$ cat config.mk
export PLATFORM = sky130hd
export DESIGN_NAME = prio_arbiter_4
export DESIGN_NICKNAME = d
export VERILOG_FILES = /design/src/rtl/prio_arbiter_4.sv
export SDC_FILE = /design/constraint.sdc
export NUM_CORES = 1
export LEC_CHECK = 0
export ABC_AREA = 1
export CORE_MARGIN = 5
export CORE_UTILIZATION = 30
export CTS_CLUSTER_DIAMETER = 200
export DETAILED_ROUTE_END_ITERATION = 16
export GPL_TIMING_DRIVEN = 0
export PLACE_DENSITY = 0.47
export SETUP_SLACK_MARGIN = 0.2
export SLEW_MARGIN = 5
export SYNTH_ARGS = -nofsm -noshare
export SYNTH_HDL_FRONTEND = slang
export SYNTH_SLANG_ARGS = --single-unit
$ cat constraint.sdc
create_clock -name clk -period 1.31 [get_ports clk]
set_input_delay 0.131 -clock clk [delete_from_list [all_inputs] [get_ports clk]]
set_output_delay 0.131 -clock clk [all_outputs]
set_load 0.005 [all_outputs]
$ cat src/rtl/prio_arbiter_4.sv
// 4-requester arbiter: index 3 wins by default, grants are held until release or MAX_HOLD, with one dead cycle between owners.
// Define PRIO_ARB_ROUND_ROBIN_EN to rotate priority, starting below the last owner.
module prio_arbiter_4 #(
  parameter int unsigned MAX_HOLD = 8
) (
  input  logic       clk,
  input  logic       rst_n,
  input  logic       en,
  input  logic [3:0] req,
  output logic [3:0] gnt,
  output logic [1:0] gnt_id,
  output logic       busy,
  output logic       expired
);

  typedef enum logic [1:0] {IDLE, GRANT, GAP} state_t;

  state_t     state_q;
  logic [3:0] gnt_q;
  logic [1:0] gnt_id_q;
  logic       busy_q;
  logic       expired_q;
  logic [7:0] hold_q;
  logic [1:0] last_owner_q;
  logic [3:0] mask_q;

  logic [3:0] elig_d;
  logic [1:0] win_d;
  logic [7:0] hold_d;
  logic       hold_last_d;

  assign elig_d      = req & ~mask_q;
  assign hold_d      = hold_q + 8'd1;
  assign hold_last_d = (hold_q == 8'(MAX_HOLD - 1));

  // The loop runs from lowest to highest priority, so the last hit is the winner.
  always_comb begin
    win_d = 2'd0;
`ifdef PRIO_ARB_ROUND_ROBIN_EN
    for (int i = 4; i >= 1; i--) begin
      if (elig_d[last_owner_q - 2'(i)]) win_d = last_owner_q - 2'(i);
    end
`else
    for (int i = 0; i < 4; i++) begin
      if (elig_d[i]) win_d = 2'(i);
    end
`endif
  end

  always_ff @(posedge clk or negedge rst_n) begin
    if (!rst_n) begin
      state_q      <= IDLE;
      gnt_q        <= 4'b0000;
      gnt_id_q     <= 2'd0;
      busy_q       <= 1'b0;
      expired_q    <= 1'b0;
      hold_q       <= 8'd0;
      last_owner_q <= 2'd0;
      mask_q       <= 4'b0000;
    end else begin
      expired_q <= 1'b0;
      case (state_q)
        IDLE, GAP: begin
          if (en && (elig_d != 4'b0000)) begin
            state_q      <= GRANT;
            gnt_q        <= 4'b0001 << win_d;
            gnt_id_q     <= win_d;
            last_owner_q <= win_d;
            busy_q       <= 1'b1;
            hold_q       <= 8'd0;
            mask_q       <= 4'b0000;
          end else begin
            state_q <= IDLE;
            gnt_q   <= 4'b0000;
            busy_q  <= 1'b0;
            mask_q  <= 4'b0000;
          end
        end
        GRANT: begin
          if (!en) begin
            state_q <= IDLE;
            gnt_q   <= 4'b0000;
            busy_q  <= 1'b0;
          end else if (!req[last_owner_q]) begin
            state_q <= GAP;
            gnt_q   <= 4'b0000;
            busy_q  <= 1'b0;
          end else if (hold_last_d) begin
            // The expired owner sits out the arbitration made in GAP.
            state_q   <= GAP;
            gnt_q     <= 4'b0000;
            busy_q    <= 1'b0;
            expired_q <= 1'b1;
            mask_q    <= gnt_q;
          end else begin
            hold_q <= hold_d;
          end
        end
        default: begin
          state_q <= IDLE;
          gnt_q   <= 4'b0000;
          busy_q  <= 1'b0;
        end
      endcase
    end
  end

  assign gnt     = gnt_q;
  assign gnt_id  = gnt_id_q;
  assign busy    = busy_q;
  assign expired = expired_q;

endmodule

* Yosys cells after proc, flatten, opt, wreduce, memory -nomap -nowiden *
Cells that the tools add are included.

storage, ports and cells
  register bits after elaboration = 22
  input bits = 7
  output and inout port bits = 8
  logic and storage cells = 62

operators by class
  add/subtract/negate cells = 1
  $lt $le $gt $ge = 1
  equality and inequality tests = 9
  shifts and indexed selects = 1
  muxes and demuxes = 33
  bitwise logic cells = 2
  reductions and logical operators = 8

operators by type and width
  kind                                                                   number
  8-bit two-way mux                                                      4
  4-bit two-way mux                                                      7
  4-bit one-hot mux with 2 select lines                                  2
  8-bit one-hot mux with 2 select lines                                  1
  1-bit two-way mux                                                      11
  2-bit two-way mux                                                      5
  2-bit != test (second input constant)                                  5
  8-bit by 1-bit adder with 8-bit output (second input constant)         1
  8-bit by 3-bit == test with 1-bit output (second input constant)       1
  5-bit AND reduction                                                    1
  4-bit bitwise AND                                                      1
  4-bit != test (second input constant)                                  1
  4-bit NOT                                                              1
  2-bit one-hot mux with 2 select lines                                  1
  4-bit AND reduction                                                    1
  4-bit nonzero test                                                     1
  1-bit by 2-bit left shift with 4-bit output (first input constant)     1
  2-bit by 3-bit < comparator with 1-bit output (second input constant)  1
  1-bit binary-select mux with 2-bit select                              1
  2-bit by 1-bit == test with 1-bit output (second input constant)       1
  2-bit == test (second input constant)                                  1
  2-bit zero test                                                        1
  1-bit one-hot mux with 2 select lines                                  1
  2-bit AND reduction                                                    1
  other kinds (3)                                                        3

* Logic depth before layout (Yosys ltp) *
Gate-level depths: netlist (run 1).

  word-level depth = 8
  gate-level depth with buffers = 9
  depth with buffers taken out = 9

* Least setup slack after synthesis (run 1) *
No wires, ideal clock.

  path type = register -> register
  from = register hold_q[0]
  to = register state_q[1]
  library setup time = 0.120 ns
  arrival = 1.271 ns
  required time = 1.190 ns
  setup slack = -0.081 ns
  cell stages (with the launch flop) = 8
  cells stage by stage = dfrtp_1 -> ha_1 -> nand2_1 -> nor2_2 -> nand2_4 -> nor3b_4 -> buf_6 -> nor2_1

between the ends
  longest elaborated chain between the ends = 2

RTL lines
  item                                      RTL line  RTL
  from (decl)                               23        logic [7:0] hold_q;
  from (signal assigned)                    96        hold_q <= hold_d;
  8-bit by 3-bit == test with 1-bit output  34        assign hold_last_d = (hold_q == 8'(MAX_HOLD - 1));
  4-bit != test (no line)                   n/a
  to (signal assigned)                      52        state_q <= IDLE;
  to (signal assigned)                      65        state_q <= GRANT;
  to (signal assigned)                      73        state_q <= IDLE;
  to (decl)                                 18        state_t state_q;

Every way passes these cells.
A chain may end at the register's enable or synchronous reset.

* Worst setup path in the final report (run 1) *
  from = register hold_q[0]
  to = register hold_q[2]

between the ends
  longest elaborated chain between the ends = 5
  elaborated cells on any way between the ends = 8

RTL lines
  item                                    RTL line  RTL
  8-bit by 1-bit adder with 8-bit output  33        assign hold_d = hold_q + 8'd1;
  8-bit two-way mux                       88        end else if (hold_last_d) begin
  8-bit two-way mux                       84        end else if (!req[last_owner_q]) begin
  8-bit two-way mux                       80        if (!en) begin
  8-bit one-hot mux with 2 select lines   62        case (state_q)

Parallel ways exist; a longest one is shown, timed or not. The select of a mux whose other input is x is not followed.

==> results of run 1 <==
registers in the layout, summed over array words and instances, names as in the netlist:
signal and count:
mask_q 4, last_owner_q 2, expired 1, state_q 2, hold_q 8, busy 1
gnt 4
layer usage:
metal | vias to the layer above | share of wire | GRT usage | wire length, um
met3 | 6 | 0.035 | 0.02326 | 106
li1 | 555 | - | - | -
met4 | 0 | 0.016 | 0.05328 | 48
met2 | 20 | 0.50 | 0.2085 | 1527
met1 | 531 | 0.45 | 0.1460 | 1358
met5 | - | 0 | 0 | 0
power breakdown:
| group | internal [mW] | switching, mW |
|---|---|---|
| sequential | 0.740 | 0.0482 |
| clock | 0.268 | 0.223 |
| combinational | 0.272 | 0.344 |
| total | 1.28 | 0.615 |
worst reg2reg max path, delay by kind of cell (launching register included):
family | cells | cell delay, ns
fa+ha+maj | 1 | 0.21
flops | 1 | 0.39
buf+inv | 1 | 0.18
simple gates | 6 | 0.59
path summary, 6_finish.rpt:
kind	start	end	slack (ns)	cells past startpoint
max	hold_q[0]$_DFFE_PN0P_	hold_q[2]$_DFFE_PN0P_	-0.11	8
min	rst_n	hold_q[4]$_DFFE_PN0P_	0.15	1
max reg2reg	hold_q[0]$_DFFE_PN0P_	hold_q[2]$_DFFE_PN0P_	-0.11	8
min reg2reg	hold_q[5]$_DFFE_PN0P_	hold_q[5]$_DFFE_PN0P_	0.51	2
max in group asynchronous	rst_n	hold_q[5]$_DFFE_PN0P_	0.54	1
min in group clk	hold_q[5]$_DFFE_PN0P_	hold_q[5]$_DFFE_PN0P_	0.51	2
layout by cell type, fill, tap and decap left out, types with 4 or more instances in the layout:
cell type and instances:
nand2_2 15, inv_2 6, clkbuf_8 4, inv_1 13, nor2_4 5, nand3_2 5, dfrtp_1 22, nand3_1 7
buf_6 5, dlygate4sd2_1 7, nor2_1 6, nand4_1 4, clkdlybuf4s50_1 5, nand2_1 48, buf_4 20, nand2_4 9
kinds of logic after synthesis:
logic type / synth area share
AO/OA/AOI/OAI: 0.01875
XOR/XNOR: 0.02188
adder cells (fa/ha/maj): 0.01042
buffers and inverters: 0.07813
flip-flops: 0.4583
AND/OR/NAND/NOR: 0.4125
repair_timing:
action / 4_1_cts / 5_1_grt
endpoints found under the hold margin: 0 / 0
setup buffers: 16 / 5
pin swaps: 2 / 21
endpoints found under the setup margin: 52 / 25
resized for setup: 23 / 29
cloned: 1 / 0
layout make-up:
cell class | count | area [sq um]
fillers | 392 | 2186
multi-input cells | 112 | 685.7
flip-flops and latches | 22 | 550.5
repair buffers | 36 | 305.3
inverters | 20 | 75.07
well taps | 50 | 62.56
clock buffers | 4 | 55.05
plain buffers | 2 | 22.52
metrics by stage:
| stage | std cells | worst slack (ns) | instance area (sq um) | power, mW |
|---|---|---|---|---|
| after global routing | 246 | -0.2021 | 1757 | 2.020 |
| after floorplan | 156 | -0.02266 | 1211 | 1.076 |
| after detailed placement | 220 | -0.2954 | 1414 | 1.243 |
| after CTS | 241 | -0.1164 | 1612 | 1.817 |
| final | 246 | -0.1135 | 1757 | 1.896 |
| after global placement | 220 | -0.2835 | 1414 | 1.236 |
==> metrics.md, run 1 <==
| Metric | Value |
|---|---|
| Outcome | complete, but fails checks |
| Failing checks | setup timing |
| Hold_ws | ~0.15 ns |
| # rows | 23 |
| Final hold violation count | 0 |
| N_diodes | 0 |
| Area leader, netlist | dfrtp_1 |
| Post-synth EDFFs | 0 |
| Syn. warnings | 0 |
| Drt wl/cell | 12.36 um |
| Slowest-stage cell, CP | dfrtp_1 |
| Overall routing resource usage | 0.1213 |
| IO Port Bufs | 14 |
| Final Skew | 0.002774 ns |
| Top post-synthesis cells by count | 59 x nand2_1, 22 x dfrtp_1, 16 x inv_1, 12 x nand3_1, 12 x nor2_1 |
| Initial Util | 0.3047 |
| Slew HR | 0.3186 |
| HP Class | in2async |
| Post-synthesis sequential area ratio | 0.4583 |
| Min cycle time layout | 1.423 ns |
| First-pass GRT wire length | 5002 um |
| Clock transition at path regs | ~0.08 ns |
| Final max-slew violation count | 0 |
| Core area | between 0.003 and 0.004 sq mm |
| Fin util | 0.4456 |
| FMAX | between 700 and 800 MHz |
| Final Cycle Share | 1.087 |
| Detailed placement HPWL | 2011 um |
| First-pass detailed-route iteration total | 4 |
| CTS Root Cell | clkbuf_8 |
| Mean post-synth cell area | a little under 8 sq um |
| Most frequent cell after synthesis | nand2_1 |
| Nets@finish | 205 |
| H-tree levels | 1 |
| Critical path type | reg2reg |
| WP data arrival | around 1.6 ns |
| Chip height | roughly 73 um |
| Vias in the first global route | roughly 1,100 |
| CTS Buffer Depth | 2 |
| Worst-path maximum fanout | 5 |
| Critical Path End Type | register |
| Startpoint types | register |
| Routed wire length | just over 3000 um |
| Max rail drop VDD | ~0.46 mV |
| CTS sink cnt | 22 |
| Post-synthesis register bit count | 22 |
| Ys flop type | dfrtp_1 |
| Worst EP required | about 1.5 ns |
| CTS Buf Count | 3 |
| Top-area cell type share of the netlist area | 0.4583 |
| Initial antenna violation count | 0 |
| CP peak stage delay | between 0.3 and 0.4 ns |
| Critical path's top delay family | simple AND/OR/NAND/NOR gates |
| Syn Inst Count | between 150 and 200 |
| Area contributors post-synth | dfrtp_1 46%, nand2_1 18%, nand2_2 5.7% |
| Layout area overhead | 46.25% |
| Post-Syn Nets | 164 |
| Share of layout cells above drive strength 1 | 0.3878 |
| Area of the die | 0.005369 sq mm |
| CP Cell Sequence | ha_2, nand2_4, nor2_4, nand2_4, nor3b_4, buf_4, nand2_1, nand2_1 |
| Synth Cell Area | approximately 0.0012 sq mm |
| Die X | approximately 73 um |
| CTS Hold Bufs | 0 |
| Leakage power | between 0.9 and 1 nW |
| TritonCTS clock tree | yes |
| Sum Neg Setup Slack | -1.473 ns |
| Drt first-iter violations | 53 |
| Antenna Nets Post-Route | 0 |
| GRT overflow | 0 |
| Routability congestion estimate from global placement | between 0.8 and 0.9 |
| # IOs | 15 |
| # setup viols final | 18 |
| Cell variety after synth | 21 |
| Pin slew with the least headroom to its limit | ~1.0 ns |
| Largest net degree at the start of global routing | 23 |
| Ys async rst share | 1.000 |
| Worst setup margin | -0.1135 ns |
| Clock Latency Late Sink | about 0.26 ns |
| Power Density | between 1000 and 1500 mW/mm^2 |
| Max Cap Viol | 0 |
| Via count | 1,112 |
| Vias per Instance | ~4.5 |
| Remaining DRCs | 0 |
| RSZ-0062 raised after global routing | true |
| Worst path bufs/invs | 1 |
No activity file was read; power rests on OpenSTA's default activity.
==> inputs of run 2 (changes only) <==
- CELL_PAD_IN_SITES_DETAIL_PLACEMENT: unset -> 1
- CELL_PAD_IN_SITES_GLOBAL_PLACEMENT: unset -> 2
- CTS_BUF_LIST: unset -> sky130_fd_sc_hd__clkbuf_8
- PLACE_DENSITY: 0.47 -> 0.75
==> metrics.md, run 2 (same netlist as run 1, synthesis figures left out) <==
| Metric | Value |
|---|---|
| Outcome | complete, but fails checks (unchanged) |
| Failing checks | setup timing (unchanged) |
| Fill cell count | 483 (was 392) |
| Final Cycle Share | 1.093 (was 1.087) |
| Routability congestion estimate from global placement | 0.8402 (was 0.8842) |
| Initial antenna violation count | 0 (unchanged) |
| Remaining DRCs | 0 (unchanged) |
| # setup viols final | 19 (was 18) |
| Final hold violation count | 0 (unchanged) |
| First-pass GRT wire length | 5299 um (was 5002 um) |
| Largest net degree at the start of global routing | 23 (unchanged) |
| Detailed placement HPWL | 2206 um (was 2011 um) |
| Leakage power | 0.9113 nW (was 0.9767 nW) |
| Most common cell after layout, fill and taps aside | nand2_1 (unchanged) |
| Most used cell, CP | nand2_1 |
| Worst path bufs/invs | 1 (unchanged) |
| RSZ-0062 raised after global routing | true (unchanged) |
| TritonCTS clock tree | yes (unchanged) |
| Seq pwr share | 0.406 (was 0.416) |
| Overall routing resource usage | 0.1271 (was 0.1213) |
| Worst setup margin | -0.1216 ns (was -0.1135 ns) |
| Via count | 1,083 (was 1,112) |
| Worst reg-to-reg path cell count | 8 (unchanged) |
| Clk pwr share | 0.261 (was 0.259) |
| HP Class | in2async (unchanged) |
| Nets@finish | 198 (was 205) |
| H-tree levels | 1 (unchanged) |
| CTS Buffer Depth | 2 (unchanged) |
| # IOs | 15 (unchanged) |
| IO Port Bufs | 14 (unchanged) |
| GRT overflow | 0 (unchanged) |
| Finished Layout Cells | 239 (was 246) |
| Core area | 0.003943 sq mm (unchanged) |
| Switching power | 642.7 uW (was 615.2 uW) |
| Layout area overhead | 38.96% (was 46.25%) |
| Min cycle time layout | 1.432 ns (was 1.423 ns) |
| Hold_ws | 0.1550 ns (was 0.1542 ns) |
| Clock Latency Late Sink | 0.26 ns (about the same) |
| CP Cell Sequence | ha_2, nand2_2, nor2_2, nand2_4, nor3b_4, buf_4, nand2_1, nand2_1 (was ha_2, nand2_4, nor2_4, nand2_4, nor3b_4, buf_4, nand2_1, nand2_1) |
| Chip height | 73.28 um (unchanged) |
| Crit Reg-Reg Endpoint | hold_q[3]$_DFFE_PN0P_ (was hold_q[2]$_DFFE_PN0P_) |
| Die X | 73.28 um (unchanged) |
| Vias per Instance | 4.531 (was 4.520) |
| Area of the die | 0.005369 sq mm (unchanged) |
| N_diodes | 0 (unchanged) |
| Worst-path maximum fanout | 5 (unchanged) |
| CTS Buf Count | 3 (unchanged) |
| Final Skew | 0.001998 ns (was 0.002774 ns) |
| CTS Root Cell | clkbuf_8 (unchanged) |
| CTS Hold Bufs | 0 (unchanged) |
| FMAX | 698.5 MHz (was 702.5 MHz) |
| Max Cap Viol | 0 (unchanged) |
| Routed wire length | 3258 um (was 3040 um) |
| Drt wl/cell | 13.63 um (was 12.36 um) |
| Inst Count DP | 220 (unchanged) |
| Critical path type | reg2reg (unchanged) |
| Fin area | 0.001669 sq mm (was 0.001757 sq mm) |
| Slew HR | 0.3077 (was 0.3186) |
| Critical path's top delay family | simple AND/OR/NAND/NOR gates (unchanged) |
| Drt first-iter violations | 22 (was 53) |
| FF-to-FF Start | hold_q[0]$_DFFE_PN0P_ (unchanged) |
| Gate power share | 0.333 (was 0.325) |
| # rows | 23 (unchanged) |
| PnR Total Power | 1.937 mW (was 1.896 mW) |
| Int Pwr | 1.294 mW (was 1.280 mW) |
| Critical Path End Type | register (unchanged) |
| Pin slew with the least headroom to its limit | 1.038 ns (was 1.022 ns) |
| Most flops, register | hold_q (unchanged) |
| Max rail drop VDD | 0.5939 mV (was 0.4612 mV) |
| WP data arrival | 1.64 ns (was 1.63 ns) |
| Register area | 550.5 sq um (unchanged) |
| Startpoint types | register (unchanged) |
| Final max-slew violation count | 0 (unchanged) |
| Sum Neg Setup Slack | -1.543 ns (was -1.473 ns) |
| CP peak stage delay | 0.40 ns (was 0.39 ns) |
| First-pass detailed-route iteration total | 4 (unchanged) |
| R2R Setup Slk | -0.12 ns (was -0.11 ns) |
| Dpl ws | -0.3602 ns (was -0.2954 ns) |
| Power Density | 1160 mW/mm^2 (was 1079 mW/mm^2) |
| Sw Share | 0.3318 (was 0.3245) |
| Multi-input logic area | 654.4 sq um (was 685.7 sq um) |
| CTS sink cnt | 22 (unchanged) |
| Share of layout cells above drive strength 1 | 0.3122 (was 0.3878) |
| Antenna Nets Post-Route | 0 (unchanged) |
| Flip-flop count of the largest register after layout | 8 (unchanged) |
| Slowest-stage cell, CP | dfrtp_1 (unchanged) |
| Commonest cells after routing, fill and taps aside | 49 x nand2_1, 22 x dfrtp_1, 15 x nand2_2, 14 x inv_1, 12 x nand3_1 (was 48 x nand2_1, 22 x dfrtp_1, 20 x buf_4, 15 x nand2_2, 13 x inv_1) |
| Worst EP required | 1.51 ns (about the same) |
| Vias in the first global route | 1,172 (was 1,103) |
| Fin util | 0.4234 (was 0.4456) |
| Clock transition at path regs | 0.08 ns (about the same) |
| Initial Util | 0.3047 (unchanged) |
| DP Area | 0.001414 sq mm (unchanged) |
[run 2: cell types whose count changed in the layout (fill, tap and decap cells not counted), moves of 2 or more]
cell     before  now
nor2_4        5    3
nand3_1       7   12
nor2_1        6    9
nand3_2       5    0
buf_4        20   11
[run 2: worst max-delay path by stage]
stage	startpoint	slack (ns)	depth (start not counted)	end
final	hold_q[0]$_DFFE_PN0P_	-0.12	8	hold_q[3]$_DFFE_PN0P_
after global routing	last_owner_q[0]$_DFFE_PN0P_	-0.25	8	hold_q[3]$_DFFE_PN0P_
after CTS	hold_q[0]$_DFFE_PN0P_	-0.1	8	hold_q[1]$_DFFE_PN0P_
after detailed placement	req[2]	-0.36	8	hold_q[7]$_DFFE_PN0P_
after global placement	req[2]	-0.31	8	hold_q[6]$_DFFE_PN0P_
after floorplan	hold_q[0]$_DFFE_PN0P_	-0.02	8	hold_q[6]$_DFFE_PN0P_
[run 2: metal layers]
layer | track usage | routed length [um]
met5 | 0 | 0
met2 | 0.2294 | 1692
met4 | 0.03689 | 25
met3 | 0.02052 | 68
met1 | 0.1540 | 1470
[run 2: power by group through the flow]
stage	clock [mW]	combinational (mW)	sequential, mW
detailed placement	0	0.442	0.810
CTS	0.519	0.530	0.781
global placement	0	0.428	0.807
global route	0.553	0.712	0.794
finish	0.505	0.645	0.787
floorplan	0	0.273	0.803
[run 2: cell type report]
| type | instances | share of cell area |
|---|---|---|
| flip-flops and latches | 22 | 0.3298 |
| repair buffers | 28 | 0.1492 |
| multi-input cells | 113 | 0.3921 |
| well taps | 50 | 0.03748 |
| clock buffers | 4 | 0.03298 |
| inverters | 20 | 0.04498 |
| plain buffers | 2 | 0.01349 |
[run 2: timing repair]
action	in CTS	in global routing
pin swaps	0	6
setup endpoints to repair	52	24
resized for setup	16	27
cloned	0	2
setup buffers	10	3
